`src/rtl/secded_decoder_pipe.sv`:
```
// Pipelined, parametrised SEC-DED decoder (extended Hamming code).
// S1 computes the syndrome and overall parity of the received word, and
// S2 classifies the word and corrects it. A single global stall holds both
// stages while the consumer is not ready. Two saturating counters track
// corrected and uncorrectable events.
module secded_decoder_pipe #(
   parameter int  DATA_W     = 32,
   parameter int  ENABLE_DED = 1,
   parameter int  CNT_W      = 16,
   localparam int CHK_W      = $clog2(DATA_W + $clog2(DATA_W) + 1)
) (
   input  logic              clk,
   input  logic              rst,
   input  logic              in_valid,
   output logic              in_ready,
   input  logic [DATA_W-1:0] in_data,
   input  logic [CHK_W:0]    in_chk,
   output logic              out_valid,
   input  logic              out_ready,
   output logic [DATA_W-1:0] out_data,
   output logic              out_sbe,
   output logic              out_dbe,
   output logic [CHK_W-1:0]  out_syndrome,
   input  logic              cnt_clr,
   output logic [CNT_W-1:0]  sbe_cnt,
   output logic [CNT_W-1:0]  dbe_cnt
);

   localparam int N_POS = DATA_W + CHK_W;

   // Codeword position of data bit idx: the idx-th position that is not a power of two.
   function automatic int data_pos(input int idx);
      int cnt;
      int res;
      cnt = 0;
      res = 0;
      for (int pos = 1; pos <= N_POS; pos++) begin
         if ((pos & (pos - 1)) != 0) begin
            if (cnt == idx) res = pos;
            cnt++;
         end
      end
      return res;
   endfunction

   // Increment that sticks at all-ones.
   function automatic logic [CNT_W-1:0] sat_inc(input logic [CNT_W-1:0] v);
      return (&v) ? v : v + {{(CNT_W-1){1'b0}}, 1'b1};
   endfunction

   logic              advance;
   logic [CHK_W-1:0]  syn_c;
   logic              par_c;
   logic              vld_p1;
   logic [CHK_W-1:0]  syn_p1;
   logic              par_p1;
   logic [DATA_W-1:0] data_p1;
   logic              in_range;
   logic [DATA_W-1:0] data_c;
   logic              sbe_c;
   logic              dbe_c;
   logic              vld_p2;
   logic [DATA_W-1:0] data_p2;
   logic              sbe_p2;
   logic              dbe_p2;
   logic [CHK_W-1:0]  syn_p2;

   assign advance      = !vld_p2 || out_ready;
   assign in_ready     = advance;
   assign out_valid    = vld_p2;
   assign out_data     = data_p2;
   assign out_sbe      = sbe_p2;
   assign out_dbe      = dbe_p2;
   assign out_syndrome = syn_p2;

   // Syndrome: check bits sit at positions 2^i, so they contribute bit i directly.
   always_comb begin
      syn_c = in_chk[CHK_W-1:0];
      for (int j = 0; j < DATA_W; j++) begin
         if (in_data[j]) syn_c = syn_c ^ CHK_W'(data_pos(j));
      end
      par_c = (ENABLE_DED != 0) ? (^in_data ^ ^in_chk) : 1'b0;
   end

   // ---- S1: syndrome, parity, raw data ----
   // Stage-1 valid is control and is cleared by reset.
   always_ff @(posedge clk) begin
      if (rst)          vld_p1 <= 1'b0;
      else if (advance) vld_p1 <= in_valid;
   end

   // Stage-1 datapath registers follow the global stall only.
   always_ff @(posedge clk) begin
      if (advance) begin
         syn_p1  <= syn_c;
         par_p1  <= par_c;
         data_p1 <= in_data;
      end
   end

   // Classify the word and flip the addressed data bit on a correctable error.
   always_comb begin
      data_c   = data_p1;
      sbe_c    = 1'b0;
      dbe_c    = 1'b0;
      in_range = int'(syn_p1) <= N_POS;
      if (ENABLE_DED != 0) begin
         if (par_p1) begin
            if (in_range) sbe_c = 1'b1;
            else          dbe_c = 1'b1;
         end else if (syn_p1 != '0) begin
            dbe_c = 1'b1;
         end
      end else if (syn_p1 != '0) begin
         if (in_range) sbe_c = 1'b1;
         else          dbe_c = 1'b1;
      end
      // A zero or power-of-two syndrome matches no data position, so data passes unchanged.
      if (sbe_c) begin
         for (int j = 0; j < DATA_W; j++) begin
            if (data_pos(j) == int'(syn_p1)) data_c[j] = ~data_p1[j];
         end
      end
   end

   // ---- S2: corrected data and flags, visible on the outputs ----
   // Output stage; reset clears the visible word so nothing stale is presented.
   always_ff @(posedge clk) begin
      if (rst) begin
         vld_p2  <= 1'b0;
         data_p2 <= '0;
         sbe_p2  <= 1'b0;
         dbe_p2  <= 1'b0;
         syn_p2  <= '0;
      end else if (advance) begin
         vld_p2  <= vld_p1;
         data_p2 <= data_c;
         sbe_p2  <= sbe_c;
         dbe_p2  <= dbe_c;
         syn_p2  <= syn_p1;
      end
   end

   // Error-event counters count on output transfer; clear wins over a same-cycle event.
   always_ff @(posedge clk) begin
      if (rst || cnt_clr) begin
         sbe_cnt <= '0;
         dbe_cnt <= '0;
      end else begin
         if (vld_p2 && out_ready && sbe_p2) sbe_cnt <= sat_inc(sbe_cnt);
         if (vld_p2 && out_ready && dbe_p2) dbe_cnt <= sat_inc(dbe_cnt);
      end
   end

endmodule

```
`config.mk`:
```
export PLATFORM = sky130hd
export DESIGN_NAME = secded_decoder_pipe
export DESIGN_NICKNAME = d
export VERILOG_FILES = /design/src/rtl/secded_decoder_pipe.sv
export SDC_FILE = /design/constraint.sdc
export NUM_CORES = 1
export LEC_CHECK = 0
export CELL_PAD_IN_SITES_DETAIL_PLACEMENT = 0
export CELL_PAD_IN_SITES_GLOBAL_PLACEMENT = 1
export CORE_MARGIN = 2
export CORE_UTILIZATION = 42
export CTS_CLUSTER_SIZE = 24
export DETAILED_ROUTE_END_ITERATION = 16
export PLACE_DENSITY_LB_ADDON = 0.3
export SYNTH_ARGS = -nofsm -noshare
export SYNTH_HDL_FRONTEND = slang
export SYNTH_SLANG_ARGS = --single-unit
```
`constraint.sdc`:
```
create_clock -name clk -period 6.4 [get_ports clk]
set_input_delay 0.96 -clock clk [delete_from_list [all_inputs] [get_ports clk]]
set_output_delay 0.96 -clock clk [all_outputs]
set_load 0.005 [all_outputs]
```
# Word level (Yosys, flattened, before mapping)
# Cells that the tools add are included.
# classes
addsub	992
multipliers	0
div_mod_pow	0
order_cmp	1
eq_ne	1954
shift	0
n_mux	3141
n_bitwise	67
reduce_logical	75
# ops
op	count
two-way mux 32 bit	2016
== test 32 x 6 -> 1 bit, second input constant	992
adder 32 x 2 -> 32 bit, second input constant	990
== test 32 x 5 -> 1 bit, second input constant	496
== test 32 x 4 -> 1 bit, second input constant	248
two-way mux 6 bit	1024
== test 32 x 3 -> 1 bit, second input constant	124
== test 32 x 2 -> 1 bit, second input constant	62
zero test 32 bit	62
== test 32 x 7 -> 1 bit	32
two-way mux 3 bit	64
bitwise XOR 6 bit	32
two-way mux 1 bit	37
inverter 1 bit	34
adder 16 x 1 -> 16 bit, second input constant	2
AND reduction 16 bit	2
parity 32 bit	1
parity 7 bit	1
less-or-equal comparator 6 bit, second input constant	1
nonzero test 6 bit	1
AND reduction 2 bit	2
logical AND 1 bit	3
logical OR 1 bit	2
zero test 1 bit	1
bitwise XOR 1 bit	1
# totals
register_bits	113
latchBits	0
ram_bits	0
romBits	0
out_inout_bits	74
mem_count	0

# Logic depth before layout (Yosys ltp)
# Gate-level depths: netlist of the first run.
# logic_depth
depth_word	128
ltp_mapped	7
depth_no_buf	6

# Worst setup path before layout of the first run
# Ideal clock, no wire load.
# synth_path
kind	input port to output port
from	input out_ready
to	output in_ready
arrival_ps	2870
required_ps	5440
path_slack_ps	2570
cell_stages	5
path_buffers	3
cell_sequence	nor2b_1 -> clkbuf_1 -> inv_1 -> clkbuf_1 -> clkbuf_1
# synth_via
elab_chain_cells	1
# synth_lines
element	line	text
from (decl)	19	input logic out_ready,
logical OR 1 bit	--	
to (decl)	15	output logic in_ready,
# No other way between the ends.

# Worst setup path after layout of the first run
# Same ends and word-level chain as after synthesis.

==> results of run 1 <==
[power groups by stage]
stage          Combinational (mW)  Clock (mW)  Sequential, mW
2_1_floorplan               0.316           0           0.884
3_3_place_gp                0.441           0           0.934
3_5_place_dp                0.448           0           0.934
4_1_cts                     0.452       0.943           0.920
5_1_grt                     0.489       0.978           0.935
6_report                    0.448       0.926           0.922
[sequential cells by signal, indices dropped and copies added (netlist names), 6 cells and up]
name,count
data_p1,32
dbe_cnt,16
out_data,32
out_syndrome,6
sbe_cnt,16
syn_p1,6
[placed cells by master (no fill, tap or decap), types with 5 or more instances in the layout]
cell / synthesis / routed
clkdlybuf4s50_1: 0 / 117
xnor2_1: 86 / 86
nor2_1: 79 / 79
dfxtp_1: 74 / 74
edfxtp_1: 39 / 39
a211oi_1: 38 / 38
xor2_1: 34 / 34
nand2_1: 34 / 34
nand3_1: 19 / 19
clkbuf_16: 0 / 17
a21oi_1: 12 / 12
nand4_1: 11 / 11
nor3_1: 10 / 10
clkinv_2: 0 / 7
nor4_1: 6 / 6
or2_2: 5 / 5
inv_1: 6 / 5
or3_1: 5 / 5
o21ai_0: 5 / 5
[final cells by class]
class / count / area, um2
clock buffers: 19 / 442.9
fillers: 1109 / 5286
clock inverters: 13 / 142.6
flip-flops and latches: 113 / 2653
repair buffers: 120 / 1194
multi-input cells: 392 / 2611
inverters: 6 / 23.77
well taps: 172 / 215.2
[worst min path at each step]
stage,from,endpoint,slack (ps),cells after the start
after floorplan,vld_p1,vld_p1,430,2
after global placement,vld_p1,vld_p1,440,2
after detailed placement,out_syndrome[4],out_syndrome[4],450,2
after CTS,out_syndrome[4],out_syndrome[4],450,2
after global routing,vld_p1,vld_p1,480,2
final,out_syndrome[4],out_syndrome[4],450,2
[metrics by stage]
step | total power [mW] | instance area [um2] | utilization
detailed placement | 1.382 | 6696 | 0.5328
finish | 2.296 | 7282 | 0.5794
global route | 2.402 | 7282 | 0.5794
floorplan | 1.200 | 5390 | -
CTS | 2.315 | 7282 | 0.5794
global placement | 1.374 | 6696 | 0.5328
[cell usage after synthesis, types with 3 or more instances]
master | count | area, um2
dfxtp_1 | 74 | 1481
nor4b_1 | 4 | 35.03
and4_1 | 3 | 26.28
nor2b_1 | 3 | 18.77
nor4_1 | 6 | 37.54
nor3b_1 | 3 | 22.52
nand2_1 | 34 | 127.6
nand2b_1 | 4 | 25.02
and3_1 | 4 | 25.02
a31oi_1 | 3 | 18.77
xnor2_1 | 86 | 753.2
clkbuf_1 | 24 | 90.09
xnor3_1 | 3 | 67.56
inv_1 | 6 | 22.52
a311oi_1 | 4 | 35.03
edfxtp_1 | 39 | 1171
nor3_1 | 10 | 50.05
nand3_1 | 19 | 95.09
or3_1 | 5 | 31.28
o21ai_0 | 5 | 25.02
nor2_1 | 79 | 296.5
or2_2 | 5 | 31.28
xor2_1 | 34 | 297.8
nand4_1 | 11 | 68.82
a21oi_1 | 12 | 60.06
a211oi_1 | 38 | 285.3
[metal layers]
metal	vias to the layer above	share of wire	track usage
li1	2109	-	-
met1	1882	0.50	0.2794
met2	99	0.44	0.2812
met3	15	0.044	0.04737
met4	0	0.015	0.07765
met5	-	0	0
[kinds of logic (layout without fill, tap and decap cells)]
logic type,count (synthesis),after routing,synth area share
simple gates,197,197,0.1766
buf+inv,33,158,0.02344
fa+ha+maj,2,2,0.004642
compound gates,67,67,0.08635
xor+xnor,125,125,0.2149
mux,1,1,0.001857
flops,113,113,0.4921
[worst max-delay path: stages]
cell and delay [ps]:
clkdlybuf4s50_1 440, nor2b_1 580, clkinv_2 260, clkdlybuf4s50_1 510
==> key figures, run 1 <==
STA
  • Setup-failing EPs final: 0
  • Fin worst setup slack: 2692 ps
  • Worst Skew: 10.09 ps
  • Slew HR: 0.2942
  • Final worst-path cycle share: 0.5793
  • Final Hold Vio Count: 0
  • Crit path time final: 3708 ps
  • Max Clock Freq: 269.7 MHz
  • Worst-Margin Slew: 1049 ps
  • Post-Route Setup TNS: 0 ps
  • Pins over their slew limit: 0
  • Final hold slack: 449.6 ps
  • RSZ-0062 raised after global routing: false

Pwr
  • Clock Power Share: 0.403
  • P_int: 1.681 mW
  • Net Sw Frac: 0.2680
  • Sw power: 0.6153 mW
  • PwrDens: 315.3 mW/mm2
  • VDD IR max: 0.2005 mV
  • Combinational Power Share: 0.195
  • Sequential share of power: 0.401
  • Leakage: 2.477 nW

Synthesis
  • FFs w/ async S/R, synth: 0
  • Post-synthesis cell type count: 42
  • Number of synthesized flops with an enable pin: 39
  • Syn_nets: 584
  • Seq/Total Area, Yosys: 0.4921
  • Yosys warns: 0
  • Post-Syn Area: 0.005390 mm2
  • Avg Cell Area, Syn: 10.02 um2
  • Flops & latches, synth: 113
  • Most used flip-flop cell after synthesis: dfxtp_1
  • Synth Instances: 538

Critical path
  • Crit path DAT: 2750 ps
  • Req. time, crit path: 5440 ps
  • R2r worst-path depth: 6
  • Startpoint types: primary input
  • CP Class: in2out
  • Setup crit end: in_ready
  • Critical path launch point: out_ready
  • Crit path max fanout: 10
  • Critical path capture point type: primary output
  • R2R Path Start: out_valid
  • Worst reg2reg path endpoint: out_data[15]
  • Reg2Reg Setup Slack: 4020 ps

Worst hold path
  • Hold Path Class: reg2reg

Detailed routing
  • Average wire per standard cell: 15.29 um
  • Starting DRT DRC Count: 328
  • Vias per cell: 4.916
  • Total vias in the final route: 4,105
  • DRC viols: 0
  • Final wirelength: 12,760 um
  • DR pass1 iterations: 4
  • Final ANT Viol Nets: 0

Floorplan
  • Core area: 0.01257 mm2
  • Chip width: 117.3 um
  • Initial core utilization: 0.4289
  • Row count: 41
  • Die Area: 0.01376 mm2
  • I/O pin cnt: 118
  • Height of the die: 117.3 um

Clock network
  • CTS tree: done
  • CTS H-tree depth: 4
  • Hold Buf Count CTS: 0
  • Clock tree sinks: 113
  • Worst-path clk slew: 50 ps
  • Clock buffer depth: 2
  • Clock root buffer master: clkbuf_16
  • Worst skew pair latency: 410 ps
  • CTS resizes: 0
  • Number of buffers created by CTS: 17
  • Post-CTS setup buffers: 0

Global route
  • Vias in the first global route: 3,879
  • Initial antenna violation count: 0
  • Largest net degree at the start of global routing: 60
  • Global route overflow: 0
  • First-pass GRT wire length: 20,150 um
  • Gr usage total: 0.1944

Final layout
  • Layout cells sized above 1: 0.06335
  • Ant diodes: 0
  • Final cell count without fillers: 835
  • Fin nets: 696
  • Area Overhead vs Synth: 35.10%

Run status
  • Status: completed

Placement
  • Pre-CTS setup slack: 2677 ps
  • Placed cell count: 803
  • Detail Placement HPWL: 9580 um
  • Port Buffers: 117
  • GPL Wtd Cong: 0.9296

Flow run
  • MaxCap Viol Count: 0
(Power assumes the default switching activity.)
==> run 2, diff against run 1 <==
--- a/config.mk
+++ b/config.mk
@@ -8,7 +8,7 @@
 export CELL_PAD_IN_SITES_DETAIL_PLACEMENT = 0
 export CELL_PAD_IN_SITES_GLOBAL_PLACEMENT = 1
 export CORE_MARGIN = 2
-export CORE_UTILIZATION = 42
+export CORE_UTILIZATION = 35
 export CTS_CLUSTER_SIZE = 24
 export DETAILED_ROUTE_END_ITERATION = 16
 export PLACE_DENSITY_LB_ADDON = 0.3
==> constraint.sdc (replaced) <==
create_clock -name clk -period 3.4 [get_ports clk]
set_input_delay 0.51 -clock clk [delete_from_list [all_inputs] [get_ports clk]]
set_output_delay 0.51 -clock clk [all_outputs]
set_load 0.005 [all_outputs]
==> key figures, run 2 (same netlist as run 1, synthesis figures left out) <==
Run status
  • Status: completed (unchanged)

Detailed routing
  • Total vias in the final route: 4,205 (was 4,105)
  • DR pass1 iterations: 4 (unchanged)
  • Vias per cell: 4.947 (was 4.916)
  • Final ANT Viol Nets: 0 (unchanged)
  • DRC viols: 0 (unchanged)
  • Final wirelength: 13,170 um (was 12,760 um)
  • Starting DRT DRC Count: 294 (was 328)
  • Average wire per standard cell: 15.49 um (was 15.29 um)

STA
  • Final Hold Vio Count: 0 (unchanged)
  • Pins over their slew limit: 0 (unchanged)
  • Worst Skew: 6.896 ps (was 10.09 ps)
  • RSZ-0062 raised after global routing: false (unchanged)
  • Crit path time final: 2478 ps
  • Worst-Margin Slew: 1010 ps (was 1049 ps)
  • Final worst-path cycle share: 0.7287
  • Slew HR: 0.3207 (was 0.2942)
  • Setup-failing EPs final: 0 (unchanged)
  • Fin worst setup slack: 922.5 ps (was 2692 ps)
  • Max Clock Freq: 403.6 MHz
  • Post-Route Setup TNS: 0 ps (unchanged)

Floorplan
  • Height of the die: 128.1 um (was 117.3 um)
  • I/O pin cnt: 118 (unchanged)
  • Chip width: 128.1 um (was 117.3 um)
  • Die Area: 0.01641 mm2 (was 0.01376 mm2)
  • Row count: 45 (was 41)
  • Core area: 0.01515 mm2 (was 0.01257 mm2)
  • Initial core utilization: 0.3559 (was 0.4289)

Final layout
  • Ant diodes: 0 (unchanged)
  • Final Cell Area: 0.007315 mm2 (was 0.007282 mm2)
  • Fillers: 1,424 (was 1,109)
  • Layout cells sized above 1: 0.06193 (was 0.06335)
  • Fin nets: 696 (unchanged)
  • Area Overhead vs Synth: 35.70% (was 35.10%)
  • Most frequent cells in the layout: clkdlybuf4s50_1, xnor2_1, nor2_1 (unchanged)
  • Final cell count without fillers: 850 (was 835)
  • Commonest non-fill, non-tap cell in the layout: clkdlybuf4s50_1 (unchanged)

Critical path
  • Critical path launch point: in_data[21] (was out_ready)
  • Crit path DAT: 2630 ps (was 2750 ps)
  • Critical path capture point type: flip-flop (was primary output)
  • Reg2Reg Setup Slack: 1170 ps (was 4020 ps)
  • Crit path max fanout: 3 (was 10)
  • R2r worst-path depth: 5 (was 6)
  • Setup crit end: par_p1 (was in_ready)
  • R2R Path Start: syn_p1[3] (was out_valid)
  • Startpoint types: primary input (unchanged)
  • CP Class: in2reg (was in2out)
  • Worst reg2reg path endpoint: out_data[17] (was out_data[15])
  • Req. time, crit path: 3550 ps (was 5440 ps)

Flow run
  • MaxCap Viol Count: 0 (unchanged)

Clock network
  • Clock root buffer master: clkbuf_16 (unchanged)
  • Post-CTS setup buffers: 0 (unchanged)
  • Hold Buf Count CTS: 0 (unchanged)
  • Worst-path clk slew: 50 ps (about the same)
  • Clock buffer depth: 2 (unchanged)
  • Worst skew pair latency: 410 ps (about the same)
  • Clock tree sinks: 113 (unchanged)
  • Number of buffers created by CTS: 17 (unchanged)
  • CTS resizes: 0 (unchanged)
  • CTS H-tree depth: 4 (unchanged)
  • CTS tree: done (unchanged)

Placement
  • Port Buffers: 117 (unchanged)
  • Placed cell count: 819 (was 803)
  • Pre-CTS setup slack: 497.2 ps (was 2677 ps)
  • Detail Placement HPWL: 9791 um (was 9580 um)
  • DP Area: 0.006729 mm2 (was 0.006696 mm2)
  • GPL Wtd Cong: 0.8073 (was 0.9296)

Pwr
  • Sequential share of power: 0.402 (was 0.401)
  • P_int: 3.175 mW (was 1.681 mW)
  • PwrDens: 591.1 mW/mm2 (was 315.3 mW/mm2)
  • VDD IR max: 0.3978 mV (was 0.2005 mV)
  • Sw power: 1.149 mW (was 0.6153 mW)
  • Leakage: 2.490 nW (was 2.477 nW)
  • Combinational Power Share: 0.194 (was 0.195)
  • Clock Power Share: 0.404 (was 0.403)
  • Net Sw Frac: 0.2656 (was 0.2680)

Global route
  • Largest net degree at the start of global routing: 114 (was 60)
  • Initial antenna violation count: 0 (unchanged)
  • Gr usage total: 0.1634 (was 0.1944)
  • First-pass GRT wire length: 20,410 um (was 20,150 um)
  • Vias in the first global route: 3,981 (was 3,879)
  • Global route overflow: 0 (unchanged)

Worst hold path
  • Hold Path Class: reg2reg (unchanged)
  • Hold path cells: 2 (unchanged)
run 2: cell count changes in the layout (fill, tap and decap cells not counted), sizes merged:
cell      before  now
bufinv         3    2
clkbuf        19   25
clkinv         9    5
clkinvlp       2    0
run 2: power groups by stage:
stage                     logic, mW  registers [mW]  clock network, mW
after CTS                     0.848            1.73               1.79
after detailed placement      0.846            1.76                  0
after global placement        0.834            1.76                  0
final                         0.838            1.74               1.75
after floorplan               0.594            1.66                  0
after global routing          0.907            1.76               1.84
run 2: final cells by class:
class                      count  area (um2)  area share
clock inverter                 6       80.08     0.01095
multi-input combinational    392        2611      0.3570
inverter                       6       23.77    0.003250
timing repair buffer         120        1206      0.1649
tap                          188       235.2     0.03216
clock buffer                  25       505.5     0.06911
sequential                   113        2653      0.3626
run 2: worst min-delay path by stage:
stage                    start              end
6_report       out_syndrome[2]  out_syndrome[2]
3_3_place_gp            vld_p1           vld_p1
5_1_grt        out_syndrome[2]  out_syndrome[2]
4_1_cts        out_syndrome[2]  out_syndrome[2]
3_5_place_dp   out_syndrome[2]  out_syndrome[2]
2_1_floorplan           vld_p1           vld_p1
run 2: metrics by stage:
step,power [mW],hold WS (ps),util
CTS,4.376,451.1,0.4829
detailed placement,2.606,445.7,0.4443
floorplan,2.258,432.2,-
global route,4.507,467.6,0.4829
global placement,2.592,441.3,0.4443
finish,4.324,448.7,0.4829
run 2: per-layer routing:
metal  part of all wire  routed length (um)  track usage  vias up
li1                   -                   -            -     2114
met1               0.45                5953       0.2005     1946
met2               0.49                6389       0.2715      127
met3              0.047                 621      0.04341       18
met4              0.015                 204      0.06981        0
met5                  0                   0            0        -
run 2: worst max-delay path: stages:
cell             delay, ps
clkdlybuf4s50_1        530
xnor2_1                290
xnor3_2                510
xnor2_2                210
xnor3_1                440
xnor2_1                150
